**src/rtl/regfile_wb_arbiter.sv**
```systemverilog
// Round-robin writeback arbiter in front of the single register-file write port.
// One requester is granted per cycle. The winning write is registered onto
// RegWrite/write_reg/write_data. Writes to $zero are accepted and discarded,
// and each discarded write bumps a saturating counter.
module regfile_wb_arbiter #(
    parameter int N_REQ  = 3,
    parameter int DATA_W = 32,
    parameter int ADDR_W = 5,
    parameter int CNT_W  = 8
) (
    input  logic                      clk,
    input  logic                      rst_n,
    input  logic                      hold,
    input  logic [N_REQ-1:0]          req_valid,
    output logic [N_REQ-1:0]          req_ready,
    input  logic [N_REQ*ADDR_W-1:0]   req_addr,
    input  logic [N_REQ*DATA_W-1:0]   req_data,
    output logic                      RegWrite,
    output logic [ADDR_W-1:0]         write_reg,
    output logic [DATA_W-1:0]         write_data,
    output logic [$clog2(N_REQ)-1:0]  rr_ptr,
    output logic [CNT_W-1:0]          zero_drop_cnt
);

    localparam int PTR_W = $clog2(N_REQ);

    logic              regwrite_q, regwrite_d;
    logic [ADDR_W-1:0] write_reg_q, write_reg_d;
    logic [DATA_W-1:0] write_data_q, write_data_d;
    logic [PTR_W-1:0]  rr_ptr_q, rr_ptr_d;
    logic [CNT_W-1:0]  zcnt_q, zcnt_d;

    logic [N_REQ-1:0]  grant;
    logic              grant_any;
    logic [PTR_W-1:0]  grant_idx;
    int unsigned       idx;
    logic [ADDR_W-1:0] win_addr;
    logic [DATA_W-1:0] win_data;

    // Rotating priority search starting at rr_ptr; ready is one-hot and forced low in reset or hold.
    always_comb begin
        grant     = '0;
        grant_any = 1'b0;
        grant_idx = '0;
        idx       = 0;
        if (rst_n && !hold) begin
            for (int unsigned k = 0; k < N_REQ; k++) begin
                idx = (32'(rr_ptr_q) + k) % N_REQ;
                if (!grant_any && req_valid[idx]) begin
                    grant_any  = 1'b1;
                    grant[idx] = 1'b1;
                    grant_idx  = idx[PTR_W-1:0];
                end
            end
        end
    end

    assign req_ready = grant;
    assign win_addr  = req_addr[32'(grant_idx)*ADDR_W +: ADDR_W];
    assign win_data  = req_data[32'(grant_idx)*DATA_W +: DATA_W];

    // Next-state for the write port, pointer and $zero-drop counter.
    always_comb begin
        regwrite_d   = 1'b0;
        write_reg_d  = write_reg_q;
        write_data_d = write_data_q;
        rr_ptr_d     = rr_ptr_q;
        zcnt_d       = zcnt_q;
        if (grant_any) begin
            rr_ptr_d = (grant_idx == PTR_W'(N_REQ - 1)) ? '0 : grant_idx + 1'b1;
            if (win_addr != '0) begin
                regwrite_d   = 1'b1;
                write_reg_d  = win_addr;
                write_data_d = win_data;
            end else if (zcnt_q != '1) begin
                zcnt_d = zcnt_q + 1'b1;
            end
        end
    end

    // State registers with asynchronous active-low reset.
    always_ff @(posedge clk or negedge rst_n) begin
        if (!rst_n) begin
            regwrite_q   <= 1'b0;
            write_reg_q  <= '0;
            write_data_q <= '0;
            rr_ptr_q     <= '0;
            zcnt_q       <= '0;
        end else begin
            regwrite_q   <= regwrite_d;
            write_reg_q  <= write_reg_d;
            write_data_q <= write_data_d;
            rr_ptr_q     <= rr_ptr_d;
            zcnt_q       <= zcnt_d;
        end
    end

    assign RegWrite      = regwrite_q;
    assign write_reg     = write_reg_q;
    assign write_data    = write_data_q;
    assign rr_ptr        = rr_ptr_q;
    assign zero_drop_cnt = zcnt_q;

endmodule
```
**config.mk**
```make
export PLATFORM = sky130hd
export DESIGN_NAME = regfile_wb_arbiter
export DESIGN_NICKNAME = d
export VERILOG_FILES = /design/src/rtl/regfile_wb_arbiter.sv
export SDC_FILE = /design/constraint.sdc
export NUM_CORES = 1
export LEC_CHECK = 0
export BUFFER_PORTS_ARGS = -buffer_cell sky130_fd_sc_hd__buf_2
export CELL_PAD_IN_SITES_DETAIL_PLACEMENT = 1
export CELL_PAD_IN_SITES_GLOBAL_PLACEMENT = 1
export CORE_ASPECT_RATIO = 1.1
export CORE_UTILIZATION = 32
export DETAILED_ROUTE_END_ITERATION = 12
export GPL_TIMING_DRIVEN = 0
export PLACE_DENSITY = 0.78
export SYNTH_ARGS = -nofsm -noshare
export SYNTH_HDL_FRONTEND = slang
export SYNTH_SLANG_ARGS = --single-unit
```
**constraint.sdc**
```tcl
create_clock -name clk -period 3.8 [get_ports clk]
set_input_delay 1.14 -clock clk [delete_from_list [all_inputs] [get_ports clk]]
set_output_delay 1.14 -clock clk [all_outputs]
set_load 0.01 [all_outputs]
```
==> results of run 1 <==
## worst min path at each step
| stage | start | endpoint | slack [ns] |
|---|---|---|---|
| after global routing | write_data[30]$_DFFE_PN0P_ | write_data[30]$_DFFE_PN0P_ | 0.51 |
| after CTS | write_data[25]$_DFFE_PN0P_ | write_data[25]$_DFFE_PN0P_ | 0.49 |
| after detailed placement | write_data[25]$_DFFE_PN0P_ | write_data[25]$_DFFE_PN0P_ | 0.47 |
| after floorplan | zero_drop_cnt[5]$_DFFE_PN0P_ | zero_drop_cnt[5]$_DFFE_PN0P_ | 0.52 |
| after global placement | write_data[10]$_DFFE_PN0P_ | write_data[10]$_DFFE_PN0P_ | 0.46 |
| final | write_data[14]$_DFFE_PN0P_ | write_data[14]$_DFFE_PN0P_ | 0.49 |
## cell type report
cell class	instances	area, um2
buffer	25	123.9
clock buffer	6	72.57
clock inverter	2	35.03
fill	1137	5122
inverter	7	26.28
multi-input combinational	237	1755
sequential	48	1201
tap	117	146.4
timing repair buffer	169	868.3
## cells in the final DEF (no fill, tap or decap), types with 2 or more instances in the layout
cell and instances:
buf_2 169, dfrtp_1 48, o21ai_0 39, nand2_1 37
a22oi_1 36, mux2_1 33, buf_1 9, buf_4 8
nor2_1 8, inv_1 6, a21oi_1 6, nor2b_1 5
clkbuf_1 5, xnor2_1 5, ha_1 5, clkbuf_8 5
nand2b_1 4, a22o_1 4, nand4_1 4, mux2i_1 3
nand3b_1 3, a211oi_1 3, and3_1 3, clkbuf_2 2
mux2_2 2, o21bai_1 2, a31oi_1 2, nand4b_1 2
o2bb2ai_4 2, and2_1 2, a32o_1 2
## kinds of logic (layout without fill, tap and decap cells)
logic type / after synthesis / after routing / synth area share, %
and+or+nand+nor: 77 / 77 / 12.98
DFF: 48 / 48 / 39.07
adders and majority gates: 5 / 5 / 2.035
muxes: 38 / 38 / 13.80
buffers and inverters: 32 / 209 / 4.721
xor gates and xnor gates: 6 / 6 / 1.709
AOI/OAI and AO/OA: 111 / 111 / 25.68
## routing by layer
layer | part of all wire [%] | vias to the layer above | global-route usage (%)
li1 | - | 1526 | -
met2 | 51 | 119 | 38.62
met3 | 6.9 | 9 | 3.930
met4 | 1.1 | 0 | 5.544
met1 | 41 | 1513 | 24.02
met5 | 0 | - | 0
## critical path, delay by kind of cell
kind,cells,cell delay [ns]
simple gates,1,0.20
buf+inv,4,0.88
compound gates,1,0.23
## through the flow
step                      utilization (%)   TNS, ns
after global routing                45.22  -0.04148
after CTS                           44.65         0
after detailed placement            43.32    -19.75
after global placement              43.32    -16.82
after floorplan                         -         0
final                               45.22         0
## power by group
part	leakage, nW	internal (W)	switching (W)
Sequential	0.590	0.000733	0.000125
Combinational	1.44	0.000794	0.00109
Clock	0.0552	0.000196	0.000169
Total	2.09	0.00172	0.00138
## timing repair
action                                 CTS  global route
setup endpoints to repair               38            31
gates resized for setup                  5             6
buffers inserted                         0             3
cloned                                   0             0
pin swaps                                0             3
endpoints found under the hold margin    0             0
hold buffers                             0             0
==> flow_metrics.env, run 1 <==
export IMPL_synth_common_cells="dfrtp_1, o21ai_0, nand2_1"
export IMPL_synthTopCellsByArea="dfrtp_1, mux2_1, a22oi_1"
export IMPL_holdWs_ns=0.4899
export IMPL_dpl_instance_area_um2=4051
export IMPL_skew_ns=0.004826
export IMPL_period_minus_slack_ns=3.624
export IMPL_p_per_area_nw_per_um2=734.0
export IMPL_synth_warnings=0
export IMPL_htreeDepth=2
export IMPL_grt_max_degree=51
export IMPL_ioPinCount=168
export IMPL_rows=37
export IMPL_cp_common_cell="clkbuf_2"
export IMPL_drive_above_1_share_pct=40.69
export IMPL_crit_path_end="req_ready[0]"
export IMPL_fin_cells=611
export IMPL_arrival_ns=2.48
export IMPL_drv_cap=0
export IMPL_place_inst=600
export IMPL_drt_wirelength_per_cell_um=17.26
export IMPL_place_hpwl_um=8385
export IMPL_grt_pass1_vias=3279
export IMPL_hp_class="reg -> reg"
export IMPL_ir_drop_mv=0.2883
export IMPL_design_power_total_w=0.003104
export IMPL_drt_iter0_drc=104
export IMPL_clockRootBuffer="clkbuf_8"
export IMPL_place_congestion=0.8361
export IMPL_synth_edff_count=0
export IMPL_dieWidth_um=95.46
export IMPL_rr_startpoint="rr_ptr[0]$_DFFE_PN0P_"
export IMPL_cp_end_kind="primary output"
export IMPL_fmax_mhz=275.9
export IMPL_setup_viol=0
export IMPL_yosysUniqueCellTypes=54
export IMPL_r2r_slack_ns=0.20
export IMPL_cts_made_buffers=5
export IMPL_holdPathStages=1
export IMPL_finalCritPeriodShare_pct=95.38
export IMPL_drt_vias_per_instance=5.183
export IMPL_grt_overflow=0
export IMPL_coreArea_um2=9351
export IMPL_leakagePower_nw=2.086
export IMPL_clk_latency_ns=0.29
export IMPL_synthFlopType="dfrtp_1"
export IMPL_grt_pass1_wl_um=16060
export IMPL_synthToLayoutAreaGrowth_pct=37.57
export IMPL_drcViolationCount=0
export IMPL_synth_area_leader_cell="dfrtp_1"
export IMPL_reg2reg_to="write_data[12]$_DFFE_PN0P_"
export IMPL_grt_usage_pct=20.91
export IMPL_synth_top_area_share_pct=39.07
export IMPL_clk_pin_slew_worst_paths_ns=0.09
export IMPL_cts_tree="done"
export IMPL_cts_sinks=48
export IMPL_syn_area_per_cell_um2=9.698
export IMPL_status="completed"
export IMPL_pre_cts_ws_ns=-0.9027
export IMPL_nNetsFinal=615
export IMPL_slowest_stage="clkbuf_2"
export IMPL_worst_path_max_fanout=50
export IMPL_syn_nets=439
export IMPL_design_area_um2=4229
export IMPL_slowest_delay_ns=0.24
export IMPL_ys_seq_area_share_pct=39.07
export IMPL_reg2reg_depth=12
export IMPL_hold_viol=0
export IMPL_die_h_um=104.8
export IMPL_synthArstFlopShare_pct=100.0
export IMPL_antenna_found_initial=0
export IMPL_finalMaxSlewViolations=0
export IMPL_diodes=0
export IMPL_cp_start_kind="input port"
export IMPL_finalWirelength_um=10550
export IMPL_fp_dieArea_um2=10000
export IMPL_synthCells=317
export IMPL_largest_register_ff_count=32
export IMPL_critPathLaunch="rst_n"
export IMPL_fin_ws_ns=0.1756
export IMPL_yosysMostFrequentCell="dfrtp_1"
export IMPL_io_buffers=166
export IMPL_synth_cell_area_um2=3074
export IMPL_worstMarginPinSlew_ns=0.5756
export IMPL_required_ns=2.66
export IMPL_synth_seq_cells=48
export IMPL_path_cells="buf_12 > nand2b_2 > clkbuf_2 > clkbuf_2 > a311oi_1 > buf_2"
export IMPL_first_pass_iters=4
export IMPL_slew_headroom_pct=61.63
export IMPL_cts_buffer_depth=2
export IMPL_start_util_pct=32.87
export IMPL_ant_nets=0
export IMPL_vias=3167
export IMPL_critical_path_class="in -> out"
No activity file was read; power rests on OpenSTA's default activity.
==> run 2: changes to the inputs <==
- ABC_AREA: default -> 1
- CAP_MARGIN: default -> 15
- CORE_UTILIZATION: 32 -> 30
- MAX_ROUTING_LAYER: default -> met4
- PLACE_DENSITY: 0.78 -> 0.79
==> flow_metrics.env, run 2 <==
export IMPL_yosysMostFrequentCell="nand2_1"
export IMPL_coreArea_um2=9985
export IMPL_slowest_stage="buf_4"
export IMPL_synth_edff_count=0
export IMPL_whs_endpoint="write_reg[2]$_DFFE_PN0P_"
export IMPL_layout_area_seq_um2=1201
export IMPL_first_pass_iters=4
export IMPL_design_power_total_w=0.002839
export IMPL_hold_viol=0
export IMPL_reg2reg_depth=20
export IMPL_fin_ws_ns=0.4633
export IMPL_drt_iter0_drc=100
export IMPL_synth_area_leader_cell="dfrtp_1"
export IMPL_hp_class="reg -> reg"
export IMPL_period_minus_slack_ns=3.337
export IMPL_start_util_pct=31.17
export IMPL_skew_ns=0.005706
export IMPL_reg2reg_to="write_data[20]$_DFFE_PN0P_"
export IMPL_cts_sinks=48
export IMPL_multiInputGateArea_um2=1674
export IMPL_p_per_area_nw_per_um2=673.2
export IMPL_setup_viol=0
export IMPL_layout_commonest_cell="nand2_1"
export IMPL_place_hpwl_um=8485
export IMPL_arrival_ns=2.20
export IMPL_worstMarginPinSlew_ns=0.6788
export IMPL_grt_pass1_wl_um=17540
export IMPL_min_from="write_reg[2]$_DFFE_PN0P_"
export IMPL_synth_cell_area_um2=3112
export IMPL_grt_max_degree=50
export IMPL_cts_setup_buffers=0
export IMPL_ys_seq_area_share_pct=38.60
export IMPL_grt_usage_pct=20.80
export IMPL_clk_latency_ns=0.30
export IMPL_r2r_slack_ns=0.80
export IMPL_grt_busiest_layer="met2"
export IMPL_grt_overflow=0
export IMPL_drt_wirelength_per_cell_um=14.02
export IMPL_dieWidth_um=99.11
export IMPL_grt_use_met2_pct=38.66
export IMPL_status="completed"
export IMPL_finalCritPeriodShare_pct=87.81
export IMPL_setup_tns_ns=0
export IMPL_synthFlopType="dfrtp_1"
export IMPL_yosysUniqueCellTypes=27
export IMPL_synth_fa_ha_area_share_pct=2.010
export IMPL_critPathLaunch="rst_n"
export IMPL_vias=3586
export IMPL_synth_mux_area_share_pct=0
export IMPL_critical_path_class="in -> out"
export IMPL_place_congestion=0.8212
export IMPL_synthTopCellsByArea="dfrtp_1, nand2_1, nand3_1"
export IMPL_met3_usage_pct=2.500
export IMPL_die_h_um=108.8
export IMPL_rr_startpoint="rr_ptr[0]$_DFFE_PN0P_"
export IMPL_diodes=0
export IMPL_synth_common_cells="nand2_1, nand3_1, dfrtp_1"
export IMPL_io_buffers=167
export IMPL_clockRootBuffer="clkbuf_8"
export IMPL_cp_end_kind="primary output"
export IMPL_synthSimpleGateAreaFrac_pct=48.53
export IMPL_fp_dieArea_um2=10780
export IMPL_clk_pin_slew_worst_paths_ns=0.09
export IMPL_synthArstFlopShare_pct=100.0
export IMPL_synth_compound_area_share_pct=1.850
export IMPL_synthCells=466
export IMPL_drive_above_1_share_pct=31.83
export IMPL_synth_top_area_share_pct=38.60
export IMPL_holdPathStages=2
export IMPL_nNetsFinal=762
export IMPL_final_cell_mix="nand2_1, buf_2, nand3_1"
export IMPL_synth_warnings=0
export IMPL_drt_vias_per_instance=4.712
export IMPL_slew_headroom_pct=54.75
export IMPL_nFillCells=1368
export IMPL_largest_register_ff_count=32
export IMPL_drv_cap=0
export IMPL_drcViolationCount=0
export IMPL_rows=38
export IMPL_leakagePower_nw=2.496
export IMPL_cts_buffer_depth=2
export IMPL_finalMaxSlewViolations=0
export IMPL_cts_made_buffers=5
export IMPL_holdWs_ns=0.4720
export IMPL_grt_met1_usage_pct=23.95
export IMPL_fmax_mhz=299.7
export IMPL_ioPinCount=168
export IMPL_synth_top_family_by_area="simple AND/OR/NAND/NOR gates"
export IMPL_synth_seq_cells=48
export IMPL_htreeDepth=2
export IMPL_ir_drop_mv=0.2304
export IMPL_cp_start_kind="input port"
export IMPL_ant_nets=0
export IMPL_syn_area_per_cell_um2=6.678
export IMPL_worst_path_max_fanout=49
export IMPL_required_ns=2.66
export IMPL_path_cells="buf_4 > nand2_1 > a31oi_1 > buf_2"
export IMPL_finalWirelength_um=10670
export IMPL_slowest_delay_ns=0.49
export IMPL_synth_xor_area_share_pct=1.407
export IMPL_syn_nets=588
export IMPL_synthToLayoutAreaGrowth_pct=35.50
export IMPL_rsz0062_at_grt="false"
export IMPL_grt_pass1_vias=3817
export IMPL_antenna_found_initial=0
export IMPL_pre_cts_ws_ns=-0.3940
export IMPL_cts_tree="done"
## run 2: report_power, final
group	leakage (nW)	internal, W	switching, W	total [W]
Sequential	0.610	0.000712	0.000117	0.000829
Clock	0.0583	0.000199	0.000183	0.000382
Combinational	1.83	0.000573	0.00105	0.00163
Total	2.50	0.00148	0.00135	0.00284
## run 2: cells by family after synthesis
kind of cell               after synthesis
AOI/OAI and AO/OA                       11
DFF                                     48
buffers and inverters                   51
xor gates and xnor gates                 5
and+or+nand+nor                        346
adders and majority gates                5
## run 2: cell type report
class	instances	share of cell area [%]
well taps	120	3.561
plain buffers	17	2.582
flip-flops and latches	48	28.49
inverters	34	3.027
clock buffers	5	1.632
clock inverters	3	1.128
repair buffers	167	19.88
multi-input cells	367	39.70
## run 2: how the worst max path moves through the flow
stage / end / slack, ns / depth (start not counted)
2_1_floorplan: req_ready[1] / 0.80 / 7
3_3_place_gp: write_data[15]$_DFFE_PN0P_ / -0.31 / 14
3_5_place_dp: write_data[20]$_DFFE_PN0P_ / -0.39 / 14
4_1_cts: req_ready[1] / 0.37 / 4
5_1_grt: write_data[7]$_DFFE_PN0P_ / 0.12 / 15
6_report: req_ready[1] / 0.46 / 4
## run 2: per-layer routing
metal / vias up / share of wire [%] / routed length [um]
met3: 8 / 4.7 / 504
met4: 0 / 1.2 / 129
met2: 105 / 51 / 5466
met1: 1677 / 43 / 4568
li1: 1796 / - / -
met5: - / 0 / 0
## run 2: metrics by stage
| stage | utilization, % | instances | area (um2) |
|---|---|---|---|
| final | 42.23 | 761 | 4217 |
| after floorplan | - | 466 | 3112 |
| after CTS | 42.23 | 761 | 4217 |
| after detailed placement | 41.04 | 753 | 4098 |
| after global routing | 42.23 | 761 | 4217 |
| after global placement | 41.04 | 753 | 4098 |
## run 2: critical path: cells and delay by family
family          cells  cell delay [ns]
buf+inv             2             0.64
compound gates      1             0.18
simple gates        1             0.22
## run 2: what timing repair did
| item | CTS | global route |
|---|---|---|
| hold buffers | 0 | 0 |
| setup endpoints to repair | 44 | 0 |
| resized for setup | 1 | 0 |
